<file path="src/rtl/dcache_set_assoc.sv">
// Write-back, write-allocate N-way (1 or 2) set-associative data cache with per-set LRU and saturating hit/miss counters.
// Hits complete in the same cycle; a miss stalls the CPU via BUSYWAIT_OUT through optional writeback, allocate and one refill cycle.
module dcache_set_assoc #(
    parameter  int ADDR_WIDTH  = 8,
    parameter  int BLOCK_BYTES = 4,
    parameter  int SETS        = 4,
    parameter  int WAYS        = 2,
    parameter  int CNT_WIDTH   = 16,
    localparam int OB          = $clog2(BLOCK_BYTES),
    localparam int IB          = $clog2(SETS),
    localparam int TW          = ADDR_WIDTH - OB - IB,
    localparam int BW          = 8 * BLOCK_BYTES
) (
    input  logic                     CLOCK,
    input  logic                     RESET,
    input  logic                     READ_IN,
    input  logic                     WRITE_IN,
    input  logic [ADDR_WIDTH-1:0]    ADDRESS_IN,
    input  logic [7:0]               WRITEDATA_IN,
    output logic [7:0]               READDATA_OUT,
    output logic                     BUSYWAIT_OUT,
    output logic                     READ_OUT,
    output logic                     WRITE_OUT,
    output logic [ADDR_WIDTH-OB-1:0] ADDRESS_OUT,
    output logic [BW-1:0]            WRITEDATA_OUT,
    input  logic [BW-1:0]            READDATA_IN,
    input  logic                     BUSYWAIT_IN,
    output logic [CNT_WIDTH-1:0]     HIT_COUNT,
    output logic [CNT_WIDTH-1:0]     MISS_COUNT
);
    typedef enum logic [1:0] {IDLE, WRITEBACK, ALLOCATE, REFILL} state_t;

    state_t               state_q, state_d;
    logic                 valid_q [WAYS][SETS];
    logic                 dirty_q [WAYS][SETS];
    logic [TW-1:0]        tag_q   [WAYS][SETS];
    logic [BW-1:0]        data_q  [WAYS][SETS];
    logic [SETS-1:0]      lru_q;
    logic                 victim_q, victim_d;
    logic                 first_q;
    logic [CNT_WIDTH-1:0] hit_cnt_q, miss_cnt_q;

    logic [OB-1:0] offset;
    logic [IB-1:0] idx;
    logic [TW-1:0] tag;
    logic          req, way_match, hit, hit_way, victim_sel;
    logic [BW-1:0] hit_line, merged_line;

    assign offset = ADDRESS_IN[OB-1:0];
    assign idx    = ADDRESS_IN[OB+IB-1:OB];
    assign tag    = ADDRESS_IN[ADDR_WIDTH-1:OB+IB];
    assign req    = READ_IN | WRITE_IN;

    // Victim prefers the lowest-index invalid way; otherwise the set's LRU way.
    always_comb begin
        way_match  = 1'b0;
        hit_way    = 1'b0;
        victim_sel = (WAYS > 1) ? lru_q[idx] : 1'b0;
        for (int w = WAYS - 1; w >= 0; w--) begin
            if (!valid_q[w][idx]) victim_sel = w[0];
            if (valid_q[w][idx] && tag_q[w][idx] == tag) begin
                way_match = 1'b1;
                hit_way   = w[0];
            end
        end
    end

    assign hit      = req & way_match;
    assign hit_line = data_q[hit_way][idx];
    assign victim_d = (state_q == IDLE) ? victim_sel : victim_q;

    always_comb begin
        merged_line = hit_line;
        merged_line[{offset, 3'b000} +: 8] = WRITEDATA_IN;
    end

    assign READDATA_OUT  = (state_q == IDLE && hit && !WRITE_IN) ? hit_line[{offset, 3'b000} +: 8] : 8'h00;
    assign ADDRESS_OUT   = (state_q == WRITEBACK) ? {tag_q[victim_q][idx], idx}
                                                  : ADDRESS_IN[ADDR_WIDTH-1:OB];
    assign WRITEDATA_OUT = data_q[victim_q][idx];
    assign HIT_COUNT     = hit_cnt_q;
    assign MISS_COUNT    = miss_cnt_q;

    always_comb begin
        state_d      = state_q;
        BUSYWAIT_OUT = 1'b0;
        READ_OUT     = 1'b0;
        WRITE_OUT    = 1'b0;
        case (state_q)
            IDLE: begin
                if (req && !hit) begin
                    BUSYWAIT_OUT = 1'b1;
                    state_d = (valid_q[victim_sel][idx] && dirty_q[victim_sel][idx]) ? WRITEBACK : ALLOCATE;
                end
            end
            WRITEBACK: begin
                BUSYWAIT_OUT = 1'b1;
                WRITE_OUT    = 1'b1;
                if (!BUSYWAIT_IN) state_d = ALLOCATE;
            end
            ALLOCATE: begin
                BUSYWAIT_OUT = 1'b1;
                READ_OUT     = 1'b1;
                if (!BUSYWAIT_IN) state_d = REFILL;
            end
            REFILL: begin
                BUSYWAIT_OUT = 1'b1;
                state_d      = IDLE;
            end
            default: state_d = IDLE;
        endcase
    end

    always_ff @(posedge CLOCK) begin
        if (RESET) begin
            state_q    <= IDLE;
            victim_q   <= 1'b0;
            first_q    <= 1'b0;
            lru_q      <= '0;
            hit_cnt_q  <= '0;
            miss_cnt_q <= '0;
            for (int w = 0; w < WAYS; w++) begin
                for (int s = 0; s < SETS; s++) begin
                    valid_q[w][s] <= 1'b0;
                    dirty_q[w][s] <= 1'b0;
                end
            end
        end else begin
            state_q  <= state_d;
            victim_q <= victim_d;
            case (state_q)
                IDLE: begin
                    first_q <= 1'b0;
                    if (hit) begin
                        if (WAYS > 1) lru_q[idx] <= ~hit_way;
                        if (WRITE_IN) begin
                            data_q[hit_way][idx]  <= merged_line;
                            dirty_q[hit_way][idx] <= 1'b1;
                        end
                        // The access completing a refill was already counted as a miss.
                        if (!first_q && hit_cnt_q != {CNT_WIDTH{1'b1}})
                            hit_cnt_q <= hit_cnt_q + 1'b1;
                    end else if (req && miss_cnt_q != {CNT_WIDTH{1'b1}}) begin
                        miss_cnt_q <= miss_cnt_q + 1'b1;
                    end
                end
                ALLOCATE: begin
                    if (!BUSYWAIT_IN) begin
                        data_q[victim_q][idx]  <= READDATA_IN;
                        tag_q[victim_q][idx]   <= tag;
                        valid_q[victim_q][idx] <= 1'b1;
                        dirty_q[victim_q][idx] <= 1'b0;
                    end
                end
                REFILL:  first_q <= 1'b1;
                default: ;
            endcase
        end
    end
endmodule

</file>
<file path="config.mk">
export PLATFORM = sky130hd
export DESIGN_NAME = dcache_set_assoc
export DESIGN_NICKNAME = d
export VERILOG_FILES = /design/src/rtl/dcache_set_assoc.sv
export SDC_FILE = /design/constraint.sdc
export NUM_CORES = 1
export LEC_CHECK = 0
export ABC_AREA = 0
export CAP_MARGIN = 0
export CORE_ASPECT_RATIO = 1.5
export CORE_MARGIN = 1.5
export CORE_UTILIZATION = 55
export CTS_CLUSTER_SIZE = 16
export DETAILED_ROUTE_END_ITERATION = 7
export PLACE_DENSITY = 0.81
export SKIP_LAST_GASP = 1
export SLEW_MARGIN = 20
export SYNTH_ARGS = -nofsm -noshare
export SYNTH_HDL_FRONTEND = slang
export SYNTH_SLANG_ARGS = --single-unit
export TNS_END_PERCENT = 20
</file>
<file path="constraint.sdc">
create_clock -name CLOCK -period 6.6 [get_ports CLOCK]
set_input_delay 1.32 -clock CLOCK [delete_from_list [all_inputs] [get_ports CLOCK]]
set_output_delay 1.32 -clock CLOCK [all_outputs]
set_load 0.02 [all_outputs]
</file>
==> metrics.txt <==
synthesized instance count=1204; ranking of synthesized cells by area=edfxtp_1 54%, mux4_2 17%, dfxtp_1 4.8%; GRT Residual Overflow=0; hold_buf cts=0; Clock Skew=0.0119 ns; setup TNS=0 ns; port buffer count=133; DR DRC count=0; DIE AREA=32000 µm²; CP endpoint kind=primary output; Synth Cell Area=17000 µm²; Final period util=0.975; chip height=218 µm; layout cell share with drive strength beyond 1=0.195; most frequent cells after synthesis=304 x edfxtp_1, 151 x nand2_1, 130 x mux4_2; data arrival time of the worst path=5.11 ns; Slew @ Worst Pin=1.19 ns; CP Launch Type=input port; Max Slew Vio Count=0; RSZ-0062 raised after global routing=false; Routed WL=45000 µm; status=completed; ANT cells=0; minimum clock period=6.43 ns; synthesis-to-finish area growth=17.5%; register area share after synthesis=0.586; register area=9950 µm²; CORE AREA=30400 µm²; Worst VDD drop=213 µV; Crit Path Category=input port to primary output; most common cell in the netlist=edfxtp_1; CTS sink cnt=345; fin nets=1389; Yosys top cell area share=0.537; first-pass GRT wire length=68700 µm; DR WL/cell=25.8 µm; Hold Fails Final Rpt=0; H-tree depth=1; Rows=78; HPWL after detailed placement=29000 µm; final setup fails=0; vias in the first global route=11.8k; Hold Path Class=register to register; syn nets=1269; Max-slew headroom=0.200; largest net degree at the start of global routing=123; cell taking the most area after synthesis=edfxtp_1; Critical Path RT=5.28 ns; number of flops mapped to enable cells by yosys=304; initial drt markers=1330; gp weighted congestion=0.864; io pins=134; max-cap check violation count=0; gr usage total=0.285; vias per cell=6.75; Root Driver=clkbuf_16; Power Dens Cells=271 nW/µm²; CTS tree=done; Async SR Flop Fraction=0; f_max=155 MHz; initial antenna violation count=0; placed cell area=18800 µm²; cts bufs inserted=31; Die X=146 µm; Initial Utilization=0.560; total number of vias=11.8k; Yosys reg bits=345; Ys Warns=0; Detail Route Antenna Nets=0; Crit Path Max Fanout=16; buffer depth of the longest clock path=3; Leakage=6.49 nW; DR pass1 iterations=6; footprint of the multi-input gates=6700 µm²; R2R setup slack=2.14 ns; Yosys cell types=58; fillers=2083; Worst-Skew Late Latency=0.58 ns; design area=20000 µm²; syn_area_per_cell=14.1 µm²; Top FF cell, synth=edfxtp_1; Clock transition at path regs=0.07 ns
-- cell type report --
class,instances,share of cell area
multi-input cells,759,0.336
well taps,400,0.0251
inverters,13,0.00244
repair buffers,174,0.0831
clock inverters,19,0.0150
clock buffers,37,0.0400
flip-flops and latches,345,0.499
-- worst max-delay path, cell delays in order --
cell and delay (ns):
buf_4 0.18, mux4_2 0.56, xor2_1 0.17, nor3_2 0.24, and3_1 0.63, nand2_2 0.32
buf_12 0.24, mux4_2 0.47, a22oi_1 0.22, o211ai_1 0.15, clkdlybuf4s50_1 0.59
-- layout by cell type, fill, tap and decap left out, drive strengths merged, types with 9 or more instances in the layout --
cell type	count
xnor2	18
o21ai	21
a21oi	58
and3	10
clkinv	9
o211ai	9
nand3	18
inv	12
xor2	15
nand2	152
nor3	52
nor2	80
mux2	10
mux4	130
a22oi	20
dfxtp	41
clkdlybuf4s50	130
buf	44
edfxtp	304
a31oi	28
clkbuf	37
ha	12
mux2i	22
nand4	9
-- what timing repair did --
item	in CTS	in global routing
gates resized for setup	0	4
buffers inserted	0	0
endpoints found under the setup margin	0	7
-- metrics by stage --
stage	utilization	power [mW]	instances	setup slack, ns	hold slack, ns
4_1_cts	0.657	5.40	1747	0.0221	0.509
3_3_place_gp	0.621	3.45	1691	0.149	0.481
2_1_floorplan	-	3.14	1204	0.636	0.465
5_1_grt	0.658	5.56	1747	0.0341	0.535
6_report	0.658	5.40	1747	0.168	0.507
3_5_place_dp	0.621	3.47	1691	0.0329	0.500
-- state kept, by name (all words and copies together), names as in the netlist, named ones only --
signal and flops:
HIT_COUNT 16, first_q 1, data_q 256, state_q 2, MISS_COUNT 16, victim_q 1
valid_q 8, dirty_q 8, lru_q 4, tag_q 32
-- power by group --
part | switching, mW | total, mW | internal [mW]
Sequential | 0.0399 | 2.54 | 2.50
Clock | 0.793 | 1.96 | 1.17
Combinational | 0.528 | 0.896 | 0.369
-- cell families after synthesis --
group / Yosys count / share of synthesized area
xor gates and xnor gates: 33 / 0.0170
AOI/OAI and AO/OA: 179 / 0.0684
muxes: 162 / 0.192
and+or+nand+nor: 373 / 0.104
buffers and inverters: 100 / 0.0244
adders and majority gates: 12 / 0.00884
DFF: 345 / 0.586
-- worst paths after layout --
path | start | to | cells after the start
worst max-delay path | ADDRESS_IN[2] | READDATA_OUT[3] | 11
worst min-delay path | MISS_COUNT[1] | MISS_COUNT[1] | 2
worst max register to register | tag_q[1][3] | data_q[1][40] | 10
worst min register to register | MISS_COUNT[1] | MISS_COUNT[1] | 2
-- metal layers --
layer  track usage  vias to the layer above  wire length [µm]
met5             0                        -                 0
met4         0.152                        0              2470
met3        0.0447                      170              4530
met2         0.479                      783             22900
met1         0.357                     5860             15100
li1              -                     4986                 -
No activity file was read; power rests on OpenSTA's default activity.
==> variant 1: new RTL, same settings <==
Set the parameter `WAYS` to 4 (it was 2).
--- a/src/rtl/dcache_set_assoc.sv
+++ b/src/rtl/dcache_set_assoc.sv
@@ -4,7 +4,7 @@
     parameter  int ADDR_WIDTH  = 8,
     parameter  int BLOCK_BYTES = 4,
     parameter  int SETS        = 4,
-    parameter  int WAYS        = 2,
+    parameter  int WAYS        = 4,
     parameter  int CNT_WIDTH   = 16,
     localparam int OB          = $clog2(BLOCK_BYTES),
     localparam int IB          = $clog2(SETS),
Behaviour: no difference found for any inputs over 4 cycles, from zero or initial values and one cycle with RESET high; that may be too few to reach the edited logic, so the function may still have changed.
==> variant 1 against the unedited design <==
Power down 8.9%. Sequential power down 3%. Via count fell by 7.2%. Area after synthesis fell by 3.3%. First-iteration DRC count down 6.1%. Sequential cell count fell by 8. Routed wire length fell by 5.9%. Utilization is 0.57 points lower. Worst setup slack improved by 0.030 ns. Final area fell by 3.7%. Largest cell class unchanged.
==> variant 1: results (changes against the unedited design) <==
| Metric | Value |
|---|---|
| DR WL met3 | `3970 µm (-12%)` |
| HPWL after DPL | `27,600 µm (-4.8%)` |
| Worst slew pin tran | `1.07 ns (-0.118 ns)` |
| Initial DRC Count | `1,249 (-6.1%)` |
| Compound-Gate Fraction of Synth Area | `7.69% (+0.86 points)` |
| Layout net count | `1,328 (-4.4%)` |
| Met1 wire length | `14,200 µm (-5.9%)` |
| Hold crit path type | `flop to flop` |
| Worst R2R Setup Slack | `2.64 ns (+0.50 ns)` |
| Status | `completed` |
| Synth cell types | `62 (+6.9%)` |
| Commonest cells in the netlist | `edfxtp_1, nor2_1, mux4_2, a21oi_1, mux2i_1` |
| R2R Path Start | `tag_q[1][5]` |
| Leak | `6.23 nW (-4.1%)` |
| CTS Buffer Depth | `3 (unchanged)` |
| Worst Path Max Fanout | `13 (-3)` |
| Syn_nets | `1,201 (-5.4%)` |
| NetSw | `0.00120 W (-12%)` |
| Max rail drop VDD | `0.000265 V (+24%)` |
| Critical Path AT | `5.08 ns (-0.03 ns)` |
| Global-route usage over all layers | `28.2% (-0.28 points)` |
| Syn Std Cell Area | `16,400 µm² (-3.3%)` |
| H-tree levels | `1 (unchanged)` |
| Hold Crit Depth | `1 (-1)` |
| Initial antenna violation count | `0 (unchanged)` |
| FFs w/ async S/R, synth | `0% (unchanged)` |
| Post-synthesis mux area share | `21.3% (+2.1 points)` |
| R2R Path End | `data_q[0][43]` |
| Final GP Congestion | `0.915 (+5.9%)` |
| Share of cells above drive strength 1 | `20.0% (+0.53 points)` |
| First-pass GRT wire length | `65,000 µm (-5.3%)` |
| Placement Cell Area | `18,200 µm² (-3.2%)` |
| Fill cell count | `2,096 (+0.62%)` |
| Metal2 WL | `21,900 µm (-4.1%)` |
| Largest net degree at the start of global routing | `76 (-38%)` |
| Vias per inst | `6.51 (-3.5%)` |
| CTS Buf Count | `31 (unchanged)` |
| Post-CTS Resized | `0 (unchanged)` |
| Seq/Total Area, Yosys | `58.9% (+0.29 points)` |
| Hold Path End | `valid_q[1][3]` |
| Antenna diodes | `0 (unchanged)` |
| Worst Hold Launch | `valid_q[1][3]` |
| Vias in the first global route | `11,300 (-3.6%)` |
| Max layer used | `met4` |
| Number of flops mapped to enable cells by yosys | `292 (-3.9%)` |
| Synth Area in XOR/XNOR | `1.43% (-0.27 points)` |
| Pre-Repair DR Iteration Count | `6 (unchanged)` |
| Worst Reg-to-Reg Cells | `9 (-1)` |
| Final wirelength | `42,300 µm (-5.9%)` |
| Adder-Cell Fraction of Synth Area | `0.914% (+0.030 points)` |
| Clock skew | `0.0113 ns (-0.000688 ns)` |
| Synth top area cells | `edfxtp_1, mux4_2, dfxtp_1, nor2_1, mux2i_1` |
[variant 1: cell count changes after synthesis, sizes merged, moves of 10 or more]
cell | unedited run | this run
edfxtp | 304 | 292
o21ai | 21 | 35
o22ai | 0 | 15
a31oi | 28 | 6
nand2 | 152 | 48
mux2i | 22 | 51
mux4 | 130 | 112
mux2 | 10 | 41
nor2 | 80 | 137
nand3 | 18 | 8
a21oi | 58 | 87
a22oi | 20 | 6
nor3 | 52 | 17
[variant 1: cell type report]
cell class                 count  area (µm²)  share of cell area [%]
clock buffer                  46         842                    4.38
clock inverter                10         121                   0.631
inverter                      10        37.5                   0.195
multi-input combinational    712        6430                    33.4
sequential                   337        9670                    50.3
tap                          395         494                    2.57
timing repair buffer         171        1620                    8.45
[variant 1: worst max-delay path by stage]
stage	start	depth (start not counted)	end	slack [ns]
after floorplan	ADDRESS_IN[2]	11	READDATA_OUT[7]	1.30
after global placement	ADDRESS_IN[2]	11	READDATA_OUT[0]	0.28
after detailed placement	ADDRESS_IN[2]	11	READDATA_OUT[0]	0.21
after CTS	ADDRESS_IN[2]	11	READDATA_OUT[3]	0.18
after global routing	ADDRESS_IN[2]	11	READDATA_OUT[0]	0.04
final	ADDRESS_IN[2]	12	READDATA_OUT[6]	0.20
[variant 1: critical path, cell delays in order]
cell	delay (ns)
buf_4	0.23
mux4_2	0.56
xor2_1	0.57
nor2b_2	0.17
o211a_4	0.22
buf_4	0.15
buf_4	0.18
mux4_2	0.46
or3b_1	0.36
o311ai_1	0.09
o21ai_1	0.18
clkdlybuf4s50_1	0.57
[variant 1: power groups by stage]
| stage | clock network, W | logic, W | registers, W |
|---|---|---|---|
| final | 0.00173 | 0.000728 | 0.00246 |
| after CTS | 0.00174 | 0.000727 | 0.00246 |
| after floorplan | 0 | 0.000456 | 0.00250 |
| after detailed placement | 0 | 0.000722 | 0.00251 |
| after global routing | 0.00182 | 0.000782 | 0.00247 |
| after global placement | 0 | 0.000703 | 0.00250 |
[variant 1: metrics by stage]
step                      setup WS (ns)  hold WS [ns]  util (%)  instances  total power [W]
after global placement            0.282         0.429      61.8       1622          0.00321
after global routing             0.0358         0.471      65.2       1681          0.00507
final                             0.198         0.455      65.2       1681          0.00492
after CTS                         0.177         0.455      65.1       1678          0.00493
after detailed placement          0.206         0.435      61.8       1622          0.00323
after floorplan                    1.30         0.421         -       1136          0.00296
[variant 1: routing by layer]
metal	vias to the layer above	global-route usage [%]
li1	4729	-
met1	5459	33.5
met2	625	48.8
met3	138	4.67
met4	0	14.3
met5	-	0
[variant 1: what timing repair did]
item	4_1_cts	5_1_grt
setup buffers	0	3
setup endpoints to repair	0	2
hold endpoints to repair	0	0
==> variant 2: new RTL, same flow settings <==
Without the edit above. Re-encode `state_t` (4 states) as Gray code, 2 bits wide.
--- a/src/rtl/dcache_set_assoc.sv
+++ b/src/rtl/dcache_set_assoc.sv
@@ -28,7 +28,7 @@
     output logic [CNT_WIDTH-1:0]     HIT_COUNT,
     output logic [CNT_WIDTH-1:0]     MISS_COUNT
 );
-    typedef enum logic [1:0] {IDLE, WRITEBACK, ALLOCATE, REFILL} state_t;
+    typedef enum logic [1:0] {IDLE = 2'b00, WRITEBACK = 2'b01, ALLOCATE = 2'b11, REFILL = 2'b10} state_t;
 
     state_t               state_q, state_d;
     logic                 valid_q [WAYS][SETS];
Formal check against the unedited RTL: same outputs for any inputs over 4 cycles, from zero or initial values and one cycle with RESET high; so few cycles prove little.
==> variant 2 against the unedited design <==
Final area shrank 1.1%. Area after synthesis is 1.1% lower. Synthesized cell count down 1.9%. Non-clock buffer count up 4. Combinational power is 42% lower. Power decreased by 11%. Clock power down 5%. Routed wire length down 4.0%. Critical path depth rose by 1. Sequential cell count unchanged. Worst setup slack got worse by 0.11 ns. Sequential share of layout area up 0.54 points.
==> variant 2: results (changes against the unedited design) <==
| Metric | Value |
|---|---|
| Status | `completed` |
| DR WL met3 | `4070 µm (-10%)` |
| Layout net count | `1,377 (-0.86%)` |
| Metal2 WL | `22,800 µm (-0.31%)` |
| Seq/Total Area, Yosys | `59.2% (+0.67 points)` |
| Hold Path End | `lru_q[1]` |
| Clk cell area share | `5.31% (-0.19 points)` |
| Sw Ratio | `23.1% (-2.1 points)` |
| First-pass GRT wire length | `65,900 µm (-4.0%)` |
| Placement Cell Area | `18,700 µm² (-0.75%)` |
| R2R Path End | `data_q[1][92]` |
| Slowest CP cell | `mux4_2` |
| Clk_lat worst skew | `0.52 ns (-0.06 ns)` |
| Setup Buffers After CTS | `0 (unchanged)` |
| Clk network pwr share | `38.6% (+2.2 points)` |
| Vias per inst | `6.46 (-4.3%)` |
| Comb_multi_in | `741 (-2.4%)` |
| CP delay by family, top | `multiplexers` |
| Synth cell types | `52 (-10%)` |
| # clk buffers | `47 (+27%)` |
| Fill cell count | `2,065 (-0.86%)` |
| H-tree levels | `2 (+1)` |
| GRT met1 Usage | `32.2% (-3.5 points)` |
| R2R Path Start | `tag_q[1][14]` |
| Critical Path AT | `5.22 ns (+0.11 ns)` |
| Final wirelength | `43,200 µm (-4.0%)` |
| Final GP Congestion | `0.887 (+2.7%)` |
| Buffers, non-clock | `178 (+2.3%)` |
| Initial DRC Count | `1,137 (-15%)` |
| Syn_nets | `1,241 (-2.2%)` |
| Share of cells above drive strength 1 | `20.2% (+0.77 points)` |
| Vias in the first global route | `11,600 (-1.3%)` |
| Met1 wire length | `14,400 µm (-4.4%)` |
| Global-route usage over all layers | `27.6% (-0.89 points)` |
| Post-place setup slack | `0.0845 ns (+0.0515 ns)` |
| Post-CTS Resized | `0 (unchanged)` |
| PnR worst setup slack | `0.0562 ns (-0.112 ns)` |
| Worst Path Max Fanout | `36 (+20)` |
| Seq area share | `50.4% (+0.54 points)` |
| Worst slew pin tran | `1.12 ns (-0.0686 ns)` |
| HPWL after DPL | `28,100 µm (-2.9%)` |
| GR Layer Usage met2 | `49.7% (+1.8 points)` |
| Multi-input combinational area share | `32.9% (-0.67 points)` |
| Critical Path End | `READDATA_OUT[5]` |
| CTS Buf Count | `34 (+9.7%)` |
| Synth top area cells | `edfxtp_1, mux4_2, dfxtp_1, mux2i_1, nand2_1` |
| GR Layer Usage met3 | `4.82% (+0.35 points)` |
| Sequential power share | `50.6% (+3.6 points)` |
| Max rail drop VDD | `0.000298 V (+40%)` |
-- variant 2: cell types whose count changed after synthesis, moves of 9 or more --
cell      unedited run  this run
mux4_2             130       115
nor3_1              51        10
a221oi_1             1        12
a31oi_1             28        14
nand2_1            151       134
o21ai_1              0        11
mux2i_1             22        56
a21oi_1             58        49
mux2_2              10        40
a22oi_1             20         7
o21a_1               0        12
nor2_1              80       119
o211ai_1             9         0
-- variant 2: cell families after synthesis --
kind of cell	Yosys count	synth area share, %
simple gates	346	9.13
mux	214	21.6
fa+ha+maj	7	0.521
flops	345	59.2
compound gates	144	5.39
buf+inv	95	2.51
xor+xnor	30	1.56
-- variant 2: per-stage QoR --
step | hold slack [ns] | utilization [%] | cells
6_report | 0.504 | 65.5 | 1740
5_1_grt | 0.526 | 65.5 | 1740
4_1_cts | 0.505 | 65.5 | 1740
3_5_place_dp | 0.496 | 62.0 | 1681
3_3_place_gp | 0.483 | 62.0 | 1681
2_1_floorplan | 0.465 | - | 1181
